**src/rtl/rm_mul_pkg.sv**
```systemverilog
// Shared definitions for the recursive 2x2-digit multiplier.
//   DIGIT_W    : digit width used by the partial-product decomposition
//   pp_t       : one 4-bit digit partial product
//   mode_e     : operand signedness combination {a_signed, b_signed}
//   ndig()     : number of digits per operand for a given operand width
//   corr_const : constant that undoes the inverted-MSB coding of signed rows
package rm_mul_pkg;

  localparam int DIGIT_W = 2;
  localparam int MAX_W   = 16;

  typedef logic [3:0] pp_t;

  typedef enum logic [1:0] {
    MODE_UU = 2'b00,
    MODE_US = 2'b01,
    MODE_SU = 2'b10,
    MODE_SS = 2'b11
  } mode_e;

  function automatic int ndig(input int width);
    return width / DIGIT_W;
  endfunction

  // A signed digit product p (weight 2^s) is summed as {~p[3], p[2:0]}, which
  // equals p + 2^(s+3). Subtracting 2^(s+3) once per signed row restores the
  // exact sum, so no row ever needs sign extension.
  function automatic logic [2*MAX_W-1:0] corr_const(input int width,
                                                    input logic a_signed,
                                                    input logic b_signed);
    logic [2*MAX_W-1:0] c;
    int nd;
    c  = '0;
    nd = ndig(width);
    for (int i = 0; i < nd; i++) begin
      for (int j = 0; j < nd; j++) begin
        if ((a_signed && (i == nd - 1)) || (b_signed && (j == nd - 1))) begin
          c = c - ((2*MAX_W)'(1) << (2*(i + j) + 3));
        end
      end
    end
    return c;
  endfunction

endpackage

```
**src/rtl/rm_pp_digit.sv**
```systemverilog
// 2x2-digit partial product.
//   a, b   : operand digits
//   sa, sb : 1 when the corresponding digit is the signed top digit
//   p      : 4-bit product, two's complement whenever sa | sb
module rm_pp_digit
  import rm_mul_pkg::*;
(
  input  logic [DIGIT_W-1:0] a,
  input  logic [DIGIT_W-1:0] b,
  input  logic               sa,
  input  logic               sb,
  output pp_t                p
);

  logic signed [DIGIT_W:0] a_ext;
  logic signed [DIGIT_W:0] b_ext;
  logic signed [3:0]       prod;

  // Range is -6..9 across all four modes, so 4 bits always hold the product
  // (unsigned for uu, two's complement otherwise).
  always_comb begin
    a_ext = {sa & a[DIGIT_W-1], a};
    b_ext = {sb & b[DIGIT_W-1], b};
    prod  = 4'(a_ext) * 4'(b_ext);
    p     = prod;
  end

endmodule

```
**src/rtl/rm_mul_pipe.sv**
```systemverilog
// Pipelined exact WIDTHxWIDTH multiplier with per-operand signed/unsigned mode.
//   clk, rst                     : clock, asynchronous active-high reset
//   in_valid/in_ready            : operand handshake
//   in_a, in_b                   : operands
//   in_a_signed, in_b_signed     : 1 = two's complement, 0 = unsigned
//   out_valid/out_ready          : product handshake
//   out_p                        : exact 2*WIDTH-bit product
//   busy                         : any stage holds a beat
// Stage layout: STAGES=3 [digit PPs | reduction to 2 rows | CPA],
// STAGES=2 [PPs + reduction | CPA], STAGES=1 [everything | output reg].
module rm_mul_pipe
  import rm_mul_pkg::*;
#(
  parameter int WIDTH  = 8,
  parameter int STAGES = 3
)(
  input  logic               clk,
  input  logic               rst,
  input  logic               in_valid,
  output logic               in_ready,
  input  logic [WIDTH-1:0]   in_a,
  input  logic [WIDTH-1:0]   in_b,
  input  logic               in_a_signed,
  input  logic               in_b_signed,
  output logic               out_valid,
  input  logic               out_ready,
  output logic [2*WIDTH-1:0] out_p,
  output logic               busy
);

  localparam int NDIG  = ndig(WIDTH);
  localparam int NPP   = NDIG * NDIG;
  localparam int NROWS = NPP + 1;
  localparam int PW    = 2 * WIDTH;

  localparam logic [PW-1:0] CORR_US = PW'(corr_const(WIDTH, 1'b0, 1'b1));
  localparam logic [PW-1:0] CORR_SU = PW'(corr_const(WIDTH, 1'b1, 1'b0));
  localparam logic [PW-1:0] CORR_SS = PW'(corr_const(WIDTH, 1'b1, 1'b1));

  // Handshake: stage k loads when it is empty or its successor moves on.
  logic [STAGES-1:0] vld_q, vld_d, vin, ld;
  logic [STAGES:0]   rdy;

  always_comb begin
    rdy[STAGES] = out_ready;
    for (int k = STAGES - 1; k >= 0; k--) begin
      rdy[k] = ~vld_q[k] | rdy[k+1];
    end
    vin[0] = in_valid;
    for (int k = 1; k < STAGES; k++) begin
      vin[k] = vld_q[k-1];
    end
    ld    = vin & rdy[STAGES-1:0];
    vld_d = (rdy[STAGES-1:0] & vin) | (~rdy[STAGES-1:0] & vld_q);
  end

  always_ff @(posedge clk or posedge rst) begin
    if (rst) vld_q <= '0;
    else     vld_q <= vld_d;
  end

  assign in_ready  = rdy[0];
  assign out_valid = vld_q[STAGES-1];
  assign busy      = |vld_q;

  // Digit partial products
  pp_t [NPP-1:0] pp_raw;
  pp_t [NPP-1:0] pp_p0_d;

  for (genvar i = 0; i < NDIG; i++) begin : g_dig_a
    for (genvar j = 0; j < NDIG; j++) begin : g_dig_b
      localparam logic TOP_I = (i == NDIG - 1);
      localparam logic TOP_J = (j == NDIG - 1);
      rm_pp_digit u_dig (
        .a  (in_a[2*i +: 2]),
        .b  (in_b[2*j +: 2]),
        .sa (in_a_signed & TOP_I),
        .sb (in_b_signed & TOP_J),
        .p  (pp_raw[i*NDIG + j])
      );
    end
  end

  always_comb begin
    for (int i = 0; i < NDIG; i++) begin
      for (int j = 0; j < NDIG; j++) begin
        if ((in_a_signed && (i == NDIG - 1)) || (in_b_signed && (j == NDIG - 1)))
          pp_p0_d[i*NDIG + j] = {~pp_raw[i*NDIG + j][3], pp_raw[i*NDIG + j][2:0]};
        else
          pp_p0_d[i*NDIG + j] = pp_raw[i*NDIG + j];
      end
    end
  end

  pp_t [NPP-1:0] pp_r;
  logic          a_s_r, b_s_r;

  // ---- stage p0 boundary (STAGES=3 only) ----
  if (STAGES == 3) begin : g_p0
    pp_t [NPP-1:0] pp_p0_q;
    logic          a_s_p0_q, b_s_p0_q;
    always_ff @(posedge clk) begin
      if (ld[0]) begin
        pp_p0_q  <= pp_p0_d;
        a_s_p0_q <= in_a_signed;
        b_s_p0_q <= in_b_signed;
      end
    end
    assign pp_r  = pp_p0_q;
    assign a_s_r = a_s_p0_q;
    assign b_s_r = b_s_p0_q;
  end else begin : g_no_p0
    assign pp_r  = pp_p0_d;
    assign a_s_r = in_a_signed;
    assign b_s_r = in_b_signed;
  end

  // Reduction: full-adder layers compress the shifted rows plus the
  // correction row down to two rows.
  logic [PW-1:0] rows [NROWS];
  logic [PW-1:0] nxt  [NROWS];
  logic [PW-1:0] corr;
  logic [PW-1:0] sum_p1_d, cry_p1_d;

  always_comb begin
    corr = '0;
    unique case (mode_e'({a_s_r, b_s_r}))
      MODE_UU: corr = '0;
      MODE_US: corr = CORR_US;
      MODE_SU: corr = CORR_SU;
      MODE_SS: corr = CORR_SS;
    endcase
    for (int k = 0; k < NROWS; k++) begin
      rows[k] = '0;
      nxt[k]  = '0;
    end
    for (int i = 0; i < NDIG; i++) begin
      for (int j = 0; j < NDIG; j++) begin
        rows[i*NDIG + j] = PW'(pp_r[i*NDIG + j]) << (2*(i + j));
      end
    end
    rows[NPP] = corr;
    begin
      int n, m, rem;
      n = NROWS;
      for (int lvl = 0; lvl < NROWS; lvl++) begin
        if (n > 2) begin
          m   = n / 3;
          rem = n % 3;
          for (int g = 0; g < NROWS / 3; g++) begin
            if (g < m) begin
              nxt[2*g]   = rows[3*g] ^ rows[3*g+1] ^ rows[3*g+2];
              nxt[2*g+1] = ((rows[3*g] & rows[3*g+1]) | (rows[3*g] & rows[3*g+2]) |
                            (rows[3*g+1] & rows[3*g+2])) << 1;
            end
          end
          for (int t = 0; t < 2; t++) begin
            if (t < rem) nxt[2*m + t] = rows[3*m + t];
          end
          n = 2*m + rem;
          for (int k = 0; k < NROWS; k++) rows[k] = nxt[k];
        end
      end
    end
    sum_p1_d = rows[0];
    cry_p1_d = rows[1];
  end

  logic [PW-1:0] sum_r, cry_r;

  // ---- stage p1 boundary (STAGES>=2) ----
  if (STAGES >= 2) begin : g_p1
    logic [PW-1:0] sum_p1_q, cry_p1_q;
    always_ff @(posedge clk) begin
      if (ld[STAGES-2]) begin
        sum_p1_q <= sum_p1_d;
        cry_p1_q <= cry_p1_d;
      end
    end
    assign sum_r = sum_p1_q;
    assign cry_r = cry_p1_q;
  end else begin : g_no_p1
    assign sum_r = sum_p1_d;
    assign cry_r = cry_p1_d;
  end

  // Final carry-propagate add
  logic [PW-1:0] out_p_d, out_p_q;

  always_comb begin
    out_p_d = sum_r + cry_r;
  end

  // ---- output stage boundary ----
  always_ff @(posedge clk or posedge rst) begin
    if (rst)                  out_p_q <= '0;
    else if (ld[STAGES-1])    out_p_q <= out_p_d;
  end

  assign out_p = out_p_q;

endmodule

```
**config.mk**
```make
export PLATFORM = sky130hd
export DESIGN_NAME = rm_mul_pipe
export DESIGN_NICKNAME = d
export VERILOG_FILES = /design/src/rtl/rm_mul_pkg.sv /design/src/rtl/rm_pp_digit.sv /design/src/rtl/rm_mul_pipe.sv
export SDC_FILE = /design/constraint.sdc
export NUM_CORES = 1
export LEC_CHECK = 0
export CAP_MARGIN = 20
export CORE_MARGIN = 2
export CORE_UTILIZATION = 60
export CTS_BUF_LIST = sky130_fd_sc_hd__clkbuf_4 sky130_fd_sc_hd__clkbuf_8
export CTS_CLUSTER_DIAMETER = 120
export DETAILED_ROUTE_END_ITERATION = 6
export PLACE_DENSITY = 0.8
export REMOVE_ABC_BUFFERS = 1
export SLEW_MARGIN = 20
export SYNTH_ARGS = -nofsm -noshare
export SYNTH_HDL_FRONTEND = slang
export SYNTH_SLANG_ARGS = --single-unit
```
**constraint.sdc**
```tcl
create_clock -name clk -period 5.5 [get_ports clk]
set_input_delay 1.375 -clock clk [delete_from_list [all_inputs] [get_ports clk]]
set_output_delay 1.375 -clock clk [all_outputs]
set_load 0.1 [all_outputs]
```
* Word-level counts from Yosys, hierarchy flattened
Index checks and enable logic that the tools add are counted.
** Cells by class
- Bitwise logic cells :: 124
- Reduce and logical (&&, ||, !) cells :: 4
- Mux-type cells :: 8
- Multipliers :: 16
- $add $sub $neg :: 1
- Equal/unequal tests :: 3
** Operator list (count)
- $and 15x15->15 :: 13
- $or 15x15->15 :: 12
- $xor 16x16->16 :: 7
- $and 14x15->15 :: 4
- $pmux 16 s3 :: 1
- $and 10x12->12 :: 3
- $mul 2x2->4 :: 9
- $xor 10x12->12 :: 3
- $xor 15x16->16 :: 2
- $xor 14x15->15 :: 2
- $and 10x14->14 :: 2
- $and 12x14->14 :: 2
- $mul 3x3->4 :: 7
- $mux 4 :: 7
- $or 12x14->14 :: 2
- $or 14x14->14 :: 2
- $xor 12x14->14 :: 2
- $and 11x13->13 :: 2
- $or 13x13->13 :: 2
- $and 10x8->10 :: 2
- $or 10x10->10 :: 2
- $add 16x16->16 :: 1
- $and 6x8->8 :: 2
- $xor 14x16->16 :: 1
- 50 further kinds :: 64
** Storage, ports and cells
- Bits in registers :: 116
- Bits of input ports :: 22
- Logic and storage cells :: 178

* Longest topological paths before layout
Gate-level depths: netlist of the first run.
- Depth in word-level cells :: 18
- Depth in mapped cells :: 10

* Modules after synthesis
Synthesis of the first run repeated with hierarchy kept, for this count alone.
** Unflattened totals
- Cells, all modules :: 630
- Area, all modules :: 7931.4 sq um
** Modules (own cells, without submodules)
- rm_mul_pipe :: seq. area each 3208.1 sq um, area an instance 5659.2 sq um, cells an instance 366, instances 1
- rm_pp_digit (g_dig_a[2].g_dig_b[0].u_dig ...) :: seq. area each 0.0 sq um, area an instance 143.9 sq um, cells an instance 16, instances 8
- rm_pp_digit (g_dig_a[0].g_dig_b[0].u_dig ...) :: seq. area each 0.0 sq um, area an instance 140.1 sq um, cells an instance 17, instances 8

* Least setup slack after synthesis of the first run
No wires, ideal clock.
- Path type :: input to register
- Start point :: input port out_ready
- End point :: register g_p0.a_s_p0_q, in the netlist a_s_r (enable)
- Arrival time :: 4010 ps
- Cell stages on the path :: 3
- Path buffers :: 0
- Required time :: 5069 ps
- Setup slack :: 1059 ps
- Path through :: and2b_1 > nand3_1 > and2_1
** On the way
- Word-level cells in the longest chain between the ends :: 4
** RTL lines
- start: declaration :: RTL line rm_mul_pipe.sv:26 : input logic out_ready,
- $or 1x1->1 (3 in series) :: RTL line rm_mul_pipe.sv:47 : rdy[k] = ~vld_q[k] | rdy[k+1];
- named net in_ready :: RTL line rm_mul_pipe.sv:20 : output logic in_ready,
- $and 3x3->3 :: RTL line rm_mul_pipe.sv:53 : ld = vin & rdy[STAGES-1:0];
- named net ld[0] :: RTL line rm_mul_pipe.sv:41 : logic [STAGES-1:0] vld_q, vld_d, vin, ld;
- end signal: assignment :: RTL line rm_mul_pipe.sv:105 : a_s_p0_q <= in_a_signed;
- end: declaration :: RTL line rm_mul_pipe.sv:101 : logic a_s_p0_q, b_s_p0_q;
The timed path passes the listed nets, and every way through them passes these cells.
A chain may end at the register's enable or synchronous reset.

* Worst setup path in the final report of the first run
- Start point :: input port out_ready
- End point :: output port in_ready
** On the way
- Word-level cells in the longest chain between the ends :: 3
** RTL lines (RTL line)
- $or 1x1->1 (3 in series) :: rm_mul_pipe.sv:47
- end: declaration :: rm_mul_pipe.sv:20
Every way passes these cells.

==> results by group, run 1 <==
GRT
  – Initial antenna violation count: 0
  – First-pass GRT wire length: ~19000 um
  – GRT Residual Overflow: 0
  – Global Route Usage Sum: 0.1974
  – Number of global-route vias before repair: 4036
  – Largest net degree at the start of global routing: 26

Synth
  – EDFF count, synth: 91
  – Sequential share of the synthesized area: 0.4649
  – Syn_area_per_cell: 13.24 sq um
  – Synth cell types: 40
  – Flops & latches, synth: 110
  – Gate Count Post-Synth: 521
  – Netlist Area Pre-Place: 6900 sq um
  – Synth Flop Type: edfxtp_1
  – Largest cells by area after synthesis: edfxtp_1 40%, ha_1 17%, fa_1 14%
  – Largest area contributor in the netlist: edfxtp_1
  – Synth async-reset ratio: 0.1727
  – Yosys top cell area share: 0.3960
  – Yosys warnings: 0

Clocking
  – CTS Buf Count: 9
  – Htree depth: 3
  – Clock slew at reported path FFs: approximately 0.10 ns
  – Resize count post-CTS: 0
  – # hold bufs at CTS: 0
  – Post-CTS setup buffers: 0
  – Root Driver: clkbuf_8
  – Sink Count: 110
  – Clk buf depth: 2
  – Clock latency on the worst-skew pair: 0.38 ns
  – CTS tree: done

Critical path
  – Worst setup SP type: input port
  – Crit-path max FO: 8
  – Reg-to-reg endpoint: g_p1.sum_p1_q[10]
  – Worst Path Buf+Inv: 2
  – Critical path endpoint category: primary output
  – Delay-heaviest family, CP: buffers and inverters
  – FF-to-FF Start: g_p0.pp_p0_q[42]
  – Worst path required time: ~4 ns
  – Arrival time at the worst endpoint: 2.58 ns
  – Critical path class: input port to primary output
  – Delay of the slowest cell on the worst path: 0.48 ns
  – Slowest-stage cell, CP: clkdlybuf4s50_1
  – CP Cell Sequence: clkdlybuf4s50_1, and2b_1, nand3_1, buf_4
  – Reg2Reg Setup Slack: ~1.8 ns
  – R2R cell count: 10

Cells and area
  – Final Cell Area: around 7600 sq um
  – Final-stage net count: 730
  – Post-Layout Cell Count: 712
  – Area Overhead vs Synth: 10.63%
  – Share of layout cells above drive strength 1: 0.05448
  – Number of diodes: 0

Pwr
  – Total Power: 3.300 mW
  – P_leak: 3.458 nW
  – Power per cell area: 432.3 nW/um^2
  – Maximum vdd ir drop: 0.4642 mV

Route
  – Drt drc: 0
  – WL final: 11360 um
  – Post-DRT Antenna Nets: 0
  – Via count: 3797
  – Vias/cell: 5.333
  – DR WL/cell: about 16 um
  – DR pass1 iterations: 4
  – Starting DRT DRC Count: 227

Die
  – IO Count: 41
  – Num rows: 39
  – Initial core utilization: 0.6095
  – Die ar.: 12370 sq um
  – Core Box Area: 11320 sq um
  – Vert. Die Dim: approximately 110 um
  – Die W: 111.2 um

STA
  – Final setup TNS: 0 ns
  – RSZ-0062 raised after global routing: no
  – Worst-Margin Slew: 0.9717 ns
  – Fmax: 252.6 MHz
  – Final hold vios: 0
  – Slew HR: 0.3502
  – Clock skew: 0.01072 ns
  – Minimum hold slack: 0.4580 ns
  – Tmin final: between 3 and 4 ns
  – Fin. max-slew vios: 0
  – Fin crit share: 0.7197
  – Setup violators final: 0

Placement
  – Area after DPL: roughly 7500 sq um
  – IO buf count: 40
  – Dpl cells: 696
  – DP Wirelength: 9028 um
  – GPL Wtd Cong: 0.8063

Min path
  – Hold Path End: g_p1.sum_p1_q[0]
  – Worst hold path startpoint: g_p0.pp_p0_q[0]
  – Worst Hold Class: register to register
  – Hold depth: 0

Run status
  – Status: finished clean

Run
  – Maxcap violations: 0
logic make-up after synthesis:
kind of cell / share of synthesized area
XOR/XNOR: 0.03046
flip-flops: 0.4649
adder cells (fa/ha/maj): 0.3133
multiplexers: 0.01451
buffers and inverters: 0.04878
AO/OA/AOI/OAI: 0.03772
AND/OR/NAND/NOR: 0.09030
synthesized netlist by cell type (3+ instances only):
cell	count
nand3_1	4
nor2_1	8
a21oi_1	3
dfrtp_1	19
o21ai_0	13
a21o_1	3
xor2_1	12
and3_1	5
mux2_2	8
ha_1	96
nand2_1	14
xnor2_1	12
and2_1	65
inv_1	78
clkbuf_1	9
edfxtp_1	91
fa_1	48
power by group:
group	total, mW	internal [mW]	switching (mW)
combinational	1.63	0.585	1.04
clock	0.443	0.175	0.268
sequential	1.23	1.16	0.0659
routing by layer:
layer	vias to the layer above	track usage	share of wire
li1	1848	-	-
met1	1877	0.2648	0.46
met2	54	0.3337	0.49
met3	18	0.02515	0.026
met4	0	0.07160	0.020
met5	-	0	0
worst register-to-register path: stages (launching register included):
cell and delay [ns]:
edfxtp_1 0.39, ha_1 0.32, fa_1 0.55, inv_1 0.06, fa_1 0.50, inv_1 0.05, fa_1 0.47, inv_1 0.05
fa_1 0.53, inv_1 0.06, fa_1 0.45
worst max-delay path by stage:
stage,from,depth (start not counted),end,slack [ns]
finish,out_ready,4,in_ready,1.54
CTS,out_ready,4,in_ready,1.54
detailed placement,out_ready,4,in_ready,1.56
global route,out_ready,4,in_ready,1.47
global placement,out_ready,4,in_ready,1.60
floorplan,out_ready,3,a_s_r,1.06
cell usage in the layout (no fill, tap or decap), types with 2 or more instances in the layout:
| master | count |
|---|---|
| a21oi_1 | 3 |
| nor2_1 | 8 |
| o21ai_0 | 13 |
| o2111ai_1 | 2 |
| o31a_1 | 2 |
| nand2_1 | 14 |
| mux2_2 | 8 |
| edfxtp_1 | 91 |
| clkbuf_4 | 2 |
| clkdlybuf4s50_1 | 39 |
| o311a_1 | 2 |
| nand3_1 | 4 |
| or4_1 | 2 |
| buf_4 | 4 |
| inv_1 | 78 |
| clkbuf_8 | 9 |
| nand4_1 | 2 |
| a211oi_1 | 2 |
| ha_1 | 96 |
| o211ai_1 | 2 |
| xor2_1 | 12 |
| nand2b_1 | 2 |
| dfrtp_1 | 19 |
| and3_1 | 5 |
| xnor2_1 | 12 |
| a2111oi_0 | 2 |
| and2_1 | 64 |
| a21o_1 | 3 |
| fa_1 | 48 |
metrics by stage:
stage | setup slack (ns) | util
floorplan | 1.059 | -
global placement | 1.600 | 0.6590
detailed placement | 1.556 | 0.6590
CTS | 1.542 | 0.6743
global route | 1.471 | 0.6743
finish | 1.542 | 0.6743
sequential cells by signal (all words and copies together) (netlist names), named ones only:
name,count
a_s_r,1
cry_r,9
out_p,16
g_p0.pp_p0_q,64
g_p1.sum_p1_q,16
b_s_r,1
layout make-up:
| type | count | area (sq um) |
|---|---|---|
| repair buffers | 43 | 420.4 |
| multi-input cells | 322 | 3361 |
| fillers | 843 | 3687 |
| clock inverters | 5 | 33.78 |
| inverters | 78 | 292.8 |
| flip-flops and latches | 110 | 3208 |
| clock buffers | 11 | 138.9 |
| well taps | 143 | 178.9 |
No activity file was read; power rests on OpenSTA's default activity.
==> run 2, diff against run 1 <==
==> constraint.sdc (replaced) <==
create_clock -name clk -period 3.8 [get_ports clk]
set_input_delay 0.95 -clock clk [delete_from_list [all_inputs] [get_ports clk]]
set_output_delay 0.95 -clock clk [all_outputs]
set_load 0.1 [all_outputs]
==> results by group, run 2 (synthesis gave the netlist of run 1 again) <==
STA
  – Slew HR: 0.3380 (was 0.3502)
  – Clock skew: 0.01567 ns (was 0.01072 ns)
  – Fmax: roughly 270 MHz
  – Tmin final: 3.656 ns
  – Worst-Margin Slew: 0.9899 ns (was 0.9717 ns)
  – Fin crit share: 0.9621
  – Final hold vios: 0 (unchanged)
  – PnR worst setup slack: 0.1442 ns (was 1.542 ns)
  – RSZ-0062 raised after global routing: no (unchanged)
  – Fin. max-slew vios: 0 (unchanged)
  – Minimum hold slack: 0.4291 ns (was 0.4580 ns)
  – Setup violators final: 0 (unchanged)

Critical path
  – CP Cell Sequence: ha_1, fa_1, inv_1, fa_1, inv_1, fa_1, inv_1, fa_1, inv_1, fa_1 (was clkdlybuf4s50_1, and2b_1, nand3_1, buf_4)
  – Delay of the slowest cell on the worst path: 0.53 ns (was 0.48 ns)
  – Crit-path max FO: 1 (was 8)
  – Slowest-stage cell, CP: fa_1 (was clkdlybuf4s50_1)
  – Critical path class: register to register (was input port to primary output)
  – Arrival time at the worst endpoint: 3.79 ns (was 2.58 ns)
  – CP dominant cell by count: fa_1
  – Worst setup SP type: register (was input port)
  – Worst path required time: 3.93 ns (was 4.12 ns)
  – Reg2Reg Setup Slack: 0.14 ns (was 1.82 ns)
  – Critical path endpoint category: register (was primary output)

Die
  – Die W: 111.2 um (unchanged)
  – IO Count: 41 (unchanged)
  – Initial core utilization: 0.6095 (unchanged)
  – Num rows: 39 (unchanged)
  – Vert. Die Dim: 111.2 um (unchanged)
  – Core Box Area: 11320 sq um (unchanged)
  – Die ar.: 12370 sq um (unchanged)

Cells and area
  – Commonest non-fill, non-tap cell in the layout: ha_1 (unchanged)
  – Final core occ: 0.6827 (was 0.6743)
  – Largest Register: g_p0.pp_p0_q (unchanged)
  – Number of diodes: 0 (unchanged)
  – Most frequent cells in the layout: 96 x ha_1, 91 x edfxtp_1, 78 x inv_1, 64 x and2_1, 48 x fa_1 (unchanged)
  – Post-Layout Cell Count: 721 (was 712)
  – Number of flip-flops in the largest register: 64 (unchanged)
  – Area Overhead vs Synth: 12.00% (was 10.63%)
  – Final-stage net count: 739 (was 730)
  – Fillers: 808 (was 843)
  – Share of layout cells above drive strength 1: 0.06920 (was 0.05448)

Run status
  – Status: finished clean (unchanged)

Clocking
  – Resize count post-CTS: 0 (unchanged)
  – Root Driver: clkbuf_8 (unchanged)
  – Clock latency on the worst-skew pair: 0.39 ns (was 0.38 ns)
  – Htree depth: 3 (unchanged)
  – CTS Buf Count: 9 (unchanged)
  – Clk buf depth: 2 (unchanged)
  – # hold bufs at CTS: 0 (unchanged)
  – Post-CTS setup buffers: 0 (unchanged)
  – CTS tree: done (unchanged)
  – Sink Count: 110 (unchanged)
  – Clock slew at reported path FFs: 0.10 ns (about the same)

Pwr
  – Share of power burned in registers: 0.369 (was 0.373)
  – Combinational share of power: 0.496 (was 0.493)
  – Psw: 2.041 mW (was 1.375 mW)
  – Net Sw Frac: 0.4221 (was 0.4168)
  – Maximum vdd ir drop: 0.6794 mV (was 0.4642 mV)
  – Clock power share: 0.135 (was 0.134)
  – Power per cell area: 625.6 nW/um^2 (was 432.3 nW/um^2)
  – Total Power: 4.835 mW (was 3.300 mW)
  – P_leak: 3.509 nW (was 3.458 nW)
  – Int Power: 2.794 mW (was 1.924 mW)

GRT
  – Initial antenna violation count: 0 (unchanged)
  – Largest net degree at the start of global routing: 67 (was 26)
  – Number of global-route vias before repair: 4207 (was 4036)
  – Global Route Usage Sum: 0.2053 (was 0.1974)
  – GRT Residual Overflow: 0 (unchanged)
  – First-pass GRT wire length: 19860 um (was 19090 um)

Route
  – Drt drc: 0 (unchanged)
  – Post-DRT Antenna Nets: 0 (unchanged)
  – Via count: 3916 (was 3797)
  – WL final: 11810 um (was 11360 um)
  – Starting DRT DRC Count: 214 (was 227)
  – DR WL/cell: 16.38 um (was 15.96 um)
  – Vias/cell: 5.431 (was 5.333)
  – DR pass1 iterations: 4 (unchanged)

Run
  – Maxcap violations: 0 (unchanged)

Min path
  – Worst Hold Class: register to register (unchanged)

Placement
  – Dpl cells: 705 (was 696)
  – IO buf count: 40 (unchanged)
  – DP Wirelength: 9166 um (was 9028 um)
  – Pre-CTS setup slack: 0.1321 ns (was 1.556 ns)
  – GPL Wtd Cong: 0.8404 (was 0.8063)
run 2: metrics by stage:
stage / TNS [ns] / instance area [sq um]
final: 0 / 7729
after global routing: 0 / 7729
after CTS: 0 / 7729
after detailed placement: 0 / 7553
after global placement: 0 / 7553
after floorplan: -14.25 / 6857
run 2: power groups by stage:
stage / clock network [mW] / registers, mW / logic (mW)
3_5_place_dp: 0 / 1.81 / 2.39
4_1_cts: 0.661 / 1.79 / 2.42
2_1_floorplan: 0 / 2.35 / 1.24
5_1_grt: 0.702 / 1.82 / 2.68
3_3_place_gp: 0 / 1.80 / 2.28
6_report: 0.652 / 1.78 / 2.40
run 2: layer usage:
layer  wire length [um]  up-vias  GRT usage  share of wire
met5                  0        -          0              0
met4                283        0    0.09218          0.024
met3                580       23    0.03335          0.049
met2               5791      107     0.3398           0.49
met1               5157     1919     0.2692           0.44
li1                   -     1867          -              -
run 2: final cells by class:
type / instances / area (sq um) / share of cell area
tap: 143 / 178.9 / 0.02315
timing repair buffer: 52 / 513.0 / 0.06638
sequential: 110 / 3208 / 0.4151
inverter: 78 / 292.8 / 0.03788
clock buffer: 10 / 131.4 / 0.01700
multi-input combinational: 322 / 3361 / 0.4348
clock inverter: 6 / 43.79 / 0.005666
run 2: final timing paths:
check	startpoint	endpoint	depth (start not counted)
max reg2reg	g_p0.pp_p0_q[42]	g_p1.sum_p1_q[10]	10
min in group asynchronous	rst	out_p[1]	2
max in group asynchronous	rst	async pin	2
min	g_p0.pp_p0_q[0]	g_p1.sum_p1_q[0]	0
min reg2reg	g_p0.pp_p0_q[0]	g_p1.sum_p1_q[0]	0
max	g_p0.pp_p0_q[42]	g_p1.sum_p1_q[10]	10
run 2: critical path: cells and delay by family, from the launching register on:
family                   cells  cell delay, ns
buffers and inverters        4            0.21
flip-flops                   1            0.38
adder cells (fa/ha/maj)      6            2.80
==> edit, RTL diff (config.mk and constraints of run 1) <==
`STAGES`: 3 -> 2. Comments in the files are not updated.
--- a/src/rtl/rm_mul_pipe.sv
+++ b/src/rtl/rm_mul_pipe.sv
@@ -12,7 +12,7 @@
   import rm_mul_pkg::*;
 #(
   parameter int WIDTH  = 8,
-  parameter int STAGES = 3
+  parameter int STAGES = 2
 )(
   input  logic               clk,
   input  logic               rst,
Function: changed (Yosys sat finds a counterexample within 4 cycles, from zero or initial values and one cycle with rst high).
==> edit against run 1 <==
Clock power decreased by 56%; register-to-register slack better by 1.7 ns; sequential cell count decreased by 67; first-iteration DRC count fell by 69%; synthesized area decreased by 30%; cell count is 13% lower; total power shrank 35%; via count fell by 16%; routed wire length decreased by 21%; final area decreased by 26%; worst setup slack got worse by 1.4 ns; synthesized cell count decreased by 14%; largest cell class unchanged.
==> edit: results (changes against run 1) <==
Outcome
  – Status: finished clean

CTS
  – Max clock buf depth: 2 (unchanged)
  – Inserted Clock Buffers: 5 (-4)
  – Root buf cell: clkbuf_8
  – H-tree levels: 2 (-1)
  – Clock slew at reported path FFs: 0.08 ns (-0.02 ns)
  – Worst skew pair latency: 0.29 ns (-0.09 ns)

Synthesis
  – Ranking of synthesized cells by area: ha_1 (25%), fa_1 (20%), edfxtp_1 (15%)
  – Post-synth cell types: 33 (-18%)
  – Synth cell count leaders: ha_1 (96), inv_1 (87), and2_1 (64), fa_1 (48), edfxtp_1 (25)
  – Number of synthesized flops with an enable pin: 25 (-73%)
  – Top-count cell post-synth: ha_1
  – Top_reg_cell synth: edfxtp_1
  – Yosys warning count: 0 (unchanged)
  – Seq/Total Area, Yosys: 0.2477 (-0.2172)
  – Ys async rst share: 0.4186 (+0.2459)

Worst hold path
  – Worst hold stages: 1 (+1)

Place
  – Port Buffers: 40 (unchanged)
  – Final RePlAce weighted congestion: 0.8848 (+9.7%)
  – Dpl ws: -0.5097 ns (-2.065 ns)
  – Final HPWL DP: 7.830 mm (-13%)

Timing
  – Worst Max-Slew Pin Slew: 0.9761 ns (+0.004338 ns)
  – Layout Skew: 0.01040 ns (-0.0003184 ns)

Setup path
  – Depth of the most critical reg-to-reg path: 8 (-2)
  – Max Fanout on Critical Path: 3 (-5)
  – CP arrival: 5.38 ns (+2.80 ns)

Finish
  – Layout cells sized above 1: 0.1120 (+0.05749)
  – Layout fillers: 561 (-33%)
  – Final net count: 683 (-6.4%)
  – Antenna cells: 0 (unchanged)

Global routing
  – Vias in the first global route: 3427 (-15%)
  – Gr usage total: 0.2237 (+0.02630)
  – Global-route wire length before repair: 15.40 mm (-19%)
  – Largest net degree at the start of global routing: 26 (unchanged)
  – Initial antenna violation count: 0 (unchanged)

Route
  – Pre-antenna DRT Iters: 4 (unchanged)
  – DR iter-0 viols: 71 (-69%)
  – DR vias/cell: 5.153 (-3.4%)
  – WL final: 8.944 mm (-21%)

Power
  – Worst IR Drop VDD: 0.2025 mV (-56%)
  – Static Leak: 2.819 nW (-18%)
## edit: cell count changes in the layout (fill, tap and decap cells not counted), sizes merged, moves of 3 or more
| cell | delta |
|---|---|
| dlygate4sd2 | +3 |
| clkdlybuf4s50 | -7 |
| buf | +24 |
| xnor2 | +8 |
| nor3 | +5 |
| edfxtp | -66 |
| xor2 | -5 |
| nand2 | -4 |
| inv | +8 |
## edit: critical path, stage by stage
cell,delay [ns]
dlygate4sd2_1,0.26
and3_1,0.19
ha_1,0.29
ha_1,0.23
xnor2_2,0.15
xnor2_1,0.13
ha_1,0.29
inv_1,0.05
fa_2,0.53
fa_2,0.44
fa_1,0.41
fa_1,0.51
inv_1,0.06
fa_1,0.47
## edit: path summary, 6_finish.rpt
path,startpoint,to,slack (ns)
worst max register to register,cry_r[7],out_p[15],3.54
min in group asynchronous,rst,out_p[3],1.47
worst min register to register,g_p1.sum_p1_q[4],out_p[4],0.49
worst min-delay path,g_p1.sum_p1_q[4],out_p[4],0.49
worst max-delay path,in_a_signed,g_p1.sum_p1_q[10],0.15
max in group asynchronous,rst,out_p[14],3.60
## edit: where the power goes
group	leakage, nW	internal [mW]	total (mW)	switching, mW
clock network	0.0486	0.0944	0.196	0.102
registers	0.457	0.509	0.556	0.0472
logic	2.31	0.503	1.39	0.892
total	2.82	1.11	2.15	1.04
## edit: logic make-up after synthesis
group,count (synthesis),share of synthesized area
compound gates,29,0.03921
xor+xnor,27,0.04876
fa+ha+maj,144,0.4458
buf+inv,94,0.07327
flops,43,0.2477
mux,10,0.02270
simple gates,103,0.1225
## edit: stage by stage
step / utilization / area [um2] / cells / power, mW
3_5_place_dp: 0.7144 / 5549 / 612 / 1.959
6_report: 0.7270 / 5647 / 620 / 2.147
2_1_floorplan: - / 4821 / 443 / 1.612
4_1_cts: 0.7257 / 5637 / 620 / 2.167
3_3_place_gp: 0.7144 / 5549 / 612 / 1.886
5_1_grt: 0.7270 / 5647 / 620 / 2.344
## edit: timing repair
item                                   CTS  global route
endpoints found under the hold margin    0             0
setup endpoints to repair                9             8
buffers inserted                         0             0
gates resized for setup                  8            10
pin swaps                                1             4
## edit: metal layers
| metal | track usage | wire (um) | vias up |
|---|---|---|---|
| li1 | - | - | 1576 |
| met1 | 0.2806 | 3977 | 1553 |
| met2 | 0.4161 | 4646 | 55 |
| met3 | 0.02006 | 205 | 11 |
| met4 | 0.05193 | 114 | 0 |
| met5 | 0 | 0 | - |
## edit: final cells by class
class                      instances  area [um2]  share of cell area
tap                              102       127.6             0.02260
sequential                        43        1201              0.2127
clock inverter                     2       13.76            0.002437
inverter                          87       326.6             0.05783
multi-input combinational        313        3317              0.5874
timing repair buffer              67       584.3              0.1035
clock buffer                       6       76.32             0.01352
